[src/rtl/bm_output_receiver.sv]
// Consumer side of a BondMachine output port: four-phase capture of each published word
// into a first-word-fall-through FIFO, with a last-value register and a capture counter.
module bm_output_receiver #(
    parameter int WIDTH = 16,
    parameter int DEPTH = 4,
    localparam int AW   = $clog2(DEPTH)
) (
    input  logic             clk,
    input  logic             reset,
    input  logic [WIDTH-1:0] o,
    input  logic             o_valid,
    output logic             o_received,
    output logic [WIDTH-1:0] dout,
    output logic             dout_valid,
    input  logic             dout_ready,
    output logic [WIDTH-1:0] last_value,
    output logic [15:0]      capture_count,
    output logic [AW:0]      level
);

    typedef enum logic {
        ST_IDLE,
        ST_ACK
    } state_t;

    localparam logic [AW:0] FULL_LEVEL = (AW+1)'(DEPTH);

    state_t           r_state;
    state_t           w_state_next;
    logic             w_push;
    logic             w_pop;
    logic [WIDTH-1:0] r_mem [DEPTH];
    logic [AW-1:0]    r_wr_ptr;
    logic [AW-1:0]    r_rd_ptr;
    logic [AW:0]      r_level;
    logic [WIDTH-1:0] r_last_value;
    logic [15:0]      r_capture_count;

    assign w_pop = (r_level != '0) && dout_ready;

    // NOTE: every signal written here gets a default first so no latch is inferred.
    always_comb begin
        w_state_next = r_state;
        w_push       = 1'b0;
        case (r_state)
            ST_IDLE: begin
                // Full is judged on the current level; a same-edge pop does not free a slot.
                if (o_valid && (r_level != FULL_LEVEL)) begin
                    w_push       = 1'b1;
                    w_state_next = ST_ACK;
                end
            end
            ST_ACK: begin
                if (!o_valid) begin
                    w_state_next = ST_IDLE;
                end
            end
            default: w_state_next = ST_IDLE;
        endcase
    end

    // NOTE: sequential state uses non-blocking assignments so all registers update together.
    always_ff @(posedge clk) begin
        if (reset) begin
            r_state         <= ST_IDLE;
            r_wr_ptr        <= '0;
            r_rd_ptr        <= '0;
            r_level         <= '0;
            r_last_value    <= '0;
            r_capture_count <= '0;
        end else begin
            r_state <= w_state_next;
            if (w_push) begin
                r_wr_ptr        <= r_wr_ptr + AW'(1);
                r_last_value    <= o;
                r_capture_count <= r_capture_count + 16'd1;
            end
            if (w_pop) begin
                r_rd_ptr <= r_rd_ptr + AW'(1);
            end
            case ({w_push, w_pop})
                2'b10:   r_level <= r_level + (AW+1)'(1);
                2'b01:   r_level <= r_level - (AW+1)'(1);
                default: r_level <= r_level;
            endcase
        end
    end

    // NOTE: storage is deliberately not reset; the pointers and level alone define validity.
    always_ff @(posedge clk) begin
        if (w_push) begin
            r_mem[r_wr_ptr] <= o;
        end
    end

    assign o_received    = (r_state == ST_ACK);
    assign dout          = r_mem[r_rd_ptr];
    assign dout_valid    = (r_level != '0);
    assign last_value    = r_last_value;
    assign capture_count = r_capture_count;
    assign level         = r_level;

endmodule

[config.mk]
export PLATFORM = sky130hd
export DESIGN_NAME = bm_output_receiver
export DESIGN_NICKNAME = d
export VERILOG_FILES = /design/src/rtl/bm_output_receiver.sv
export SDC_FILE = /design/constraint.sdc
export NUM_CORES = 1
export LEC_CHECK = 0
export CAP_MARGIN = 25
export CORE_MARGIN = 5
export CORE_UTILIZATION = 52
export CTS_CLUSTER_DIAMETER = 80
export CTS_CLUSTER_SIZE = 8
export DETAILED_ROUTE_END_ITERATION = 16
export PLACE_DENSITY = 0.79
export REMOVE_ABC_BUFFERS = 1
export SETUP_SLACK_MARGIN = 0.1
export SLEW_MARGIN = 25
export SYNTH_ARGS = -nofsm -noshare
export SYNTH_HDL_FRONTEND = slang
export SYNTH_SLANG_ARGS = --single-unit
[constraint.sdc]
create_clock -name clk -period 3 [get_ports clk]
set_input_delay 0.9 -clock clk [delete_from_list [all_inputs] [get_ports clk]]
set_output_delay 0.9 -clock clk [all_outputs]
set_load 0.1 [all_outputs]
=== Word-level counts from Yosys, hierarchy flattened ===
Memories as Yosys holds them, arrays and structs flattened. A register that Yosys moved wholly into a read port is not among the register bits.
Index checks and enable logic that the tools add are counted.

* Flip-flop bits (word level): 40
* Bits in writable memories: 64
* Memories kept: 1
* Input bits: 20
* Logic and storage cells: 29

{| class="wikitable"
|+ Memory list
! name !! words !! bits a word !! rd ports !! clocked after memory_dff !! wr ports !! line !! source
|-
| r_mem || 4 || 16 || 1 || 1 || 1 || 32 || <nowiki>logic [WIDTH-1:0] r_mem [DEPTH];</nowiki>
|}

* Bitwise operators: 1
* Eq/ne operators: 3
* $add $sub $neg: 5
* Reductions and logical operators: 4
* Multiplexer cells: 9

{| class="wikitable"
|+ Operator list
! kind !! count
|-
| 16-bit by 1-bit adder with 16-bit output, second input constant || 1
|-
| 3-bit case mux with 2 select lines || 1
|-
| 1-bit 2-to-1 mux || 5
|-
| 2-bit by 1-bit adder with 2-bit output, second input constant || 2
|-
| 2-bit 2-to-1 mux || 2
|-
| 3-bit by 1-bit adder with 3-bit output, second input constant || 1
|-
| 3-bit != test, second input constant || 1
|-
| 3-bit nonzero test || 1
|-
| 3-bit by 1-bit subtractor with 3-bit output, second input constant || 1
|-
| 2-bit by 1-bit equality test with 1-bit output, second input constant || 1
|-
| 2-bit equality test, second input constant || 1
|-
| 1-bit logical AND || 2
|-
| 1-bit case mux with 2 select lines || 1
|-
| 2-bit nonzero test || 1
|-
| 1-bit NOT || 1
|}

=== Logic depth before layout (Yosys ltp) ===
* Word-level depth: 6
* Gate-level depth with buffers: 10
* Depth with buffers taken out: 9

=== Worst setup path before layout ===
Ideal clock, no wire load.

* Path kind: register to register
* From: reg r_level[2], in the netlist level[2]
* To: reg r_level[2], in the netlist level[2]
* Required time: 2,930 ps
* Path buffers: 1
* Setup slack: -174 ps
* Cell stages (with the launch flop): 11
* Data arrival time: 3,103 ps
* Path through: dfxtp_1 -> nor3b_1 -> nor2_1 -> clkinv_1 -> buf_2 -> ha_1 -> inv_1 -> fa_1 -> xor2_1 -> or3_1 -> a21oi_1

* Word-level cells in the longest chain between the ends: 6
* Elaborated cells on any way between the ends: 12
* Classes of those cells: add/sub (2); eq/ne (3); mux (3); reduce/logical (4)

{| class="wikitable"
|+ Ends and longest elaborated chain
! what !! line !! source
|-
| start: declaration || 35 || <nowiki>logic [AW:0] r_level;</nowiki>
|-
| start signal: assignment || 82 || <nowiki>2'b10: r_level <= r_level + (AW+1)'(1);</nowiki>
|-
| start signal: assignment || 83 || <nowiki>2'b01: r_level <= r_level - (AW+1)'(1);</nowiki>
|-
| start signal: assignment || 84 || <nowiki>default: r_level <= r_level;</nowiki>
|-
| 3-bit != test || 48 || <nowiki>if (o_valid && (r_level != FULL_LEVEL)) begin</nowiki>
|-
| 1-bit logical AND || 48 ||
|-
| 1-bit 2-to-1 mux || 48 ||
|-
| 1-bit 2-to-1 mux || 45 || <nowiki>case (r_state)</nowiki>
|-
| 2-bit by 1-bit equality test with 1-bit output or 2-bit equality test (tied branches) || 81 || <nowiki>case ({w_push, w_pop})</nowiki>
|-
| 3-bit case mux with 2 select lines or 2-bit nonzero test (tied branches) || -- ||
|}

Several ways; a longest one is shown, not always the timed one.
A chain may end at the register's enable or synchronous reset.

==> metrics.md <==
| Metric | Value |
|---|---|
| Status | `complete, no violations` |
| Max VDD drop | `0.643 mV` |
| Total global routing track utilization | `0.176` |
| WHS | `0.460 ns` |
| Number of diodes | `0` |
| Number of synthesized register bits | `106` |
| Yosys top cell area share | `0.473` |
| Int Pwr | `2.76 mW` |
| Die width | `98.4 um` |
| Clock Tree Buf Depth | `2` |
| Register area share after synthesis | `0.680` |
| Worst r2r src | `level[2]$_SDFFE_PP0P_` |
| RSZ-0062 raised after global routing | `no` |
| Post-route insts no fill | `481` |
| CP Data Required Time | `2.10 ns` |
| Initial core utilization | `0.529` |
| Fin crit share | `0.893` |
| Fin. Hold Viols | `0` |
| Comb pwr share | `0.471` |
| Utilization after layout | `0.681` |
| DRC viols | `0` |
| Post-synth ARST share | `0` |
| Post-synth top area cell | `edfxtp_1` |
| Grt ovf | `0` |
| Vias in the first global route | `2,658` |
| Number of iterations in the first detailed-routing pass | `4` |
| Startpoint Class | `flip-flop` |
| GRT Max-Usage Layer | `met2` |
| DRT iter0 DRCs | `108` |
| DP HPWL | `5.55 mm` |
| Synth area leaders | `edfxtp_1 47%, dfxtp_1 21%, mux4_2 8.9%` |
| Sequential share of power | `0.367` |
| Max H-tree Level | `3` |
| Die area | `0.00968 mm2` |
| Total core area | `0.00769 mm2` |
| Pin count of the biggest net entering global routing | `42` |
| Crit path kind | `reg2out` |
| HP Class | `reg2reg` |
| Total CTS buffers | `9` |
| Reg area | `0.00276 mm2` |
| Nets | `401` |
| Register-to-register setup slack | `0.57 ns` |
| # Max-Cap Violations | `0` |
| Dpl cells | `465` |
| Area grow syn2layout | `28.8%` |
| Count leader, synth | `edfxtp_1` |
| Post-CTS Setup Repair Bufs | `0` |
| Slew headroom | `0.589` |
| Crit-path leading delay family | `multiplexers` |
| RR Endpoint | `level[2]$_SDFFE_PP0P_` |
| Clock share of power | `0.162` |
| Synth Instances | `293` |
| Initial antenna violation count | `0` |
| WL final | `8.14 mm` |
| Syn avg cell area | `13.9 um2` |
| Overall Power | `4.87 mW` |
| First-pass GRT wire length | `13.5 mm` |
| Number of synthesized flops with an enable pin | `64` |
| FP Rows | `32` |
| Bufs and invs on worst path | `2` |
| Worst Max-Slew Pin Slew | `0.615 ns` |
| CTS clk-pin slew, worst paths | `0.10 ns` |
| Ys Warns | `0` |
| Crit path largest cell delay | `0.56 ns` |
| Clock skew | `0.00785 ns` |
| Switching share of power | `0.434` |
| Critical path arrival | `1.78 ns` |
| Crit path cell chain | `buf_12, mux4_2, buf_12` |
| Share of cells above drive strength 1 | `0.272` |
| Slowest CP cell | `mux4_2` |
| Leak | `1.87 nW` |
| IO Port Bufs | `72` |
| Worst slack, placed | `0.0793 ns` |
| Multi-input gate area | `0.00122 mm2` |
| Fillers | `567` |
| Worst setup path end | `dout[12]` |
| Setup violators final | `0` |
| Root buffer cell | `clkbuf_8` |
| Sw power | `2.12 mW` |
| Antenna-violating nets left | `0` |
| Pwr/cell area | `931 mW/mm2` |
| Top FF cell, synth | `edfxtp_1` |
| Critical Path Fanout Max | `12` |
| Wire per inst | `16.9 um` |
| CTS tree | `yes` |
| Worst skew pair latency | `0.36 ns` |
| Met3 Use GR | `0.0357` |
| CTS Sinks | `106` |
| Post-CTS sizing | `0` |
| Met1 Use GR | `0.218` |
| GP Congestion | `0.825` |
| DR vias | `2,568` |
| Cell variety after synth | `35` |
| Worst setup margin | `0.322 ns` |
| Slew Viols, Final | `0` |
| Stages on worst setup path | `3` |
| Synthesized cell area | `0.00406 mm2` |
| Max Freq | `0.373 GHz` |
| Worst path most repeated cell | `buf_12` |
| DP Area | `0.00505 mm2` |
| Fin area | `0.00523 mm2` |
| Routing usage on met2 | `0.308` |
| Min cycle time layout | `2.68 ns` |
| Crit. End Element | `output pin` |
| Hold path cells | `2` |
| Routed vias/inst | `5.34` |
| Most common library cells after synthesis | `64 x edfxtp_1, 42 x dfxtp_1, 40 x nand2_1` |
| Hold Buf Count CTS | `0` |
| Io pins | `73` |
| Final setup TNS | `0 ns` |
| Cells on worst reg2reg path | `9` |
| Die height | `98.4 um` |
## state kept, by name (all words and copies together) (netlist names), named ones only
signal,cells
r_mem,64
capture_count,16
last_value,16
level,3
r_rd_ptr,2
r_wr_ptr,2
o_received,1
## power by group through the flow
stage | combinational (mW) | clock, mW | sequential, mW
CTS | 2.31 | 0.814 | 1.79
global route | 2.38 | 0.869 | 1.81
global placement | 2.28 | 0 | 1.81
finish | 2.29 | 0.790 | 1.79
detailed placement | 2.31 | 0 | 1.82
floorplan | 1.22 | 0 | 2.15
## routing by layer
layer  wire (um)  vias to the layer above
met4          68                        0
li1            -                     1231
met3         455                        7
met1        3280                     1248
met2        4340                       82
met5           0                        -
## tightest hold or removal path: stages, from the launching register on
cell and delay [ns]:
dfxtp_1 0.32, nand2_1 0.05, a21oi_1 0.05
## layout by cell type, fill, tap and decap left out, types with 2 or more instances in the layout
master and instances:
nand3_1 6, inv_1 7, xor2_1 6, nor2_1 16, nor4_1 2, nand4_1 4
buf_12 19, mux4_2 16, dfxtp_1 41, clkdlybuf4s50_1 19, buf_4 45, clkbuf_8 9
nor3b_1 2, nand2_1 40, and3_1 5, clkinv_4 3, or3_2 2, or3_1 4
a21oi_1 27, o21ai_0 7, ha_1 6, clkinvlp_4 2, nand4b_1 2, xnor2_1 7
edfxtp_1 64
## final cells by class
cell class | count | share of cell area
clock buffers | 10 | 0.0244
clock inverters | 6 | 0.0100
repair buffers | 83 | 0.174
inverters | 8 | 0.00574
well taps | 102 | 0.0244
flip-flops and latches | 106 | 0.528
multi-input cells | 166 | 0.234
## cells by family (layout without fill, tap and decap cells)
kind of cell / after synthesis / after routing / share of synthesized area
AO/OA/AOI/OAI: 36 / 36 / 0.0462
adder cells (fa/ha/maj): 7 / 7 / 0.0234
XOR/XNOR: 13 / 13 / 0.0280
multiplexers: 16 / 16 / 0.0887
AND/OR/NAND/NOR: 94 / 94 / 0.114
buffers and inverters: 21 / 107 / 0.0200
flip-flops: 106 / 106 / 0.680
## worst min path at each step
stage	startpoint	slack, ns	to
after CTS	last_value[5]$_SDFFE_PP0P_	0.46	last_value[5]$_SDFFE_PP0P_
after floorplan	r_wr_ptr[1]$_SDFFE_PP0P_	0.46	r_wr_ptr[1]$_SDFFE_PP0P_
after global routing	last_value[5]$_SDFFE_PP0P_	0.48	last_value[5]$_SDFFE_PP0P_
final	last_value[14]$_SDFFE_PP0P_	0.46	last_value[14]$_SDFFE_PP0P_
after detailed placement	last_value[5]$_SDFFE_PP0P_	0.45	last_value[5]$_SDFFE_PP0P_
after global placement	last_value[13]$_SDFFE_PP0P_	0.44	last_value[13]$_SDFFE_PP0P_
(Power assumes the default switching activity.)
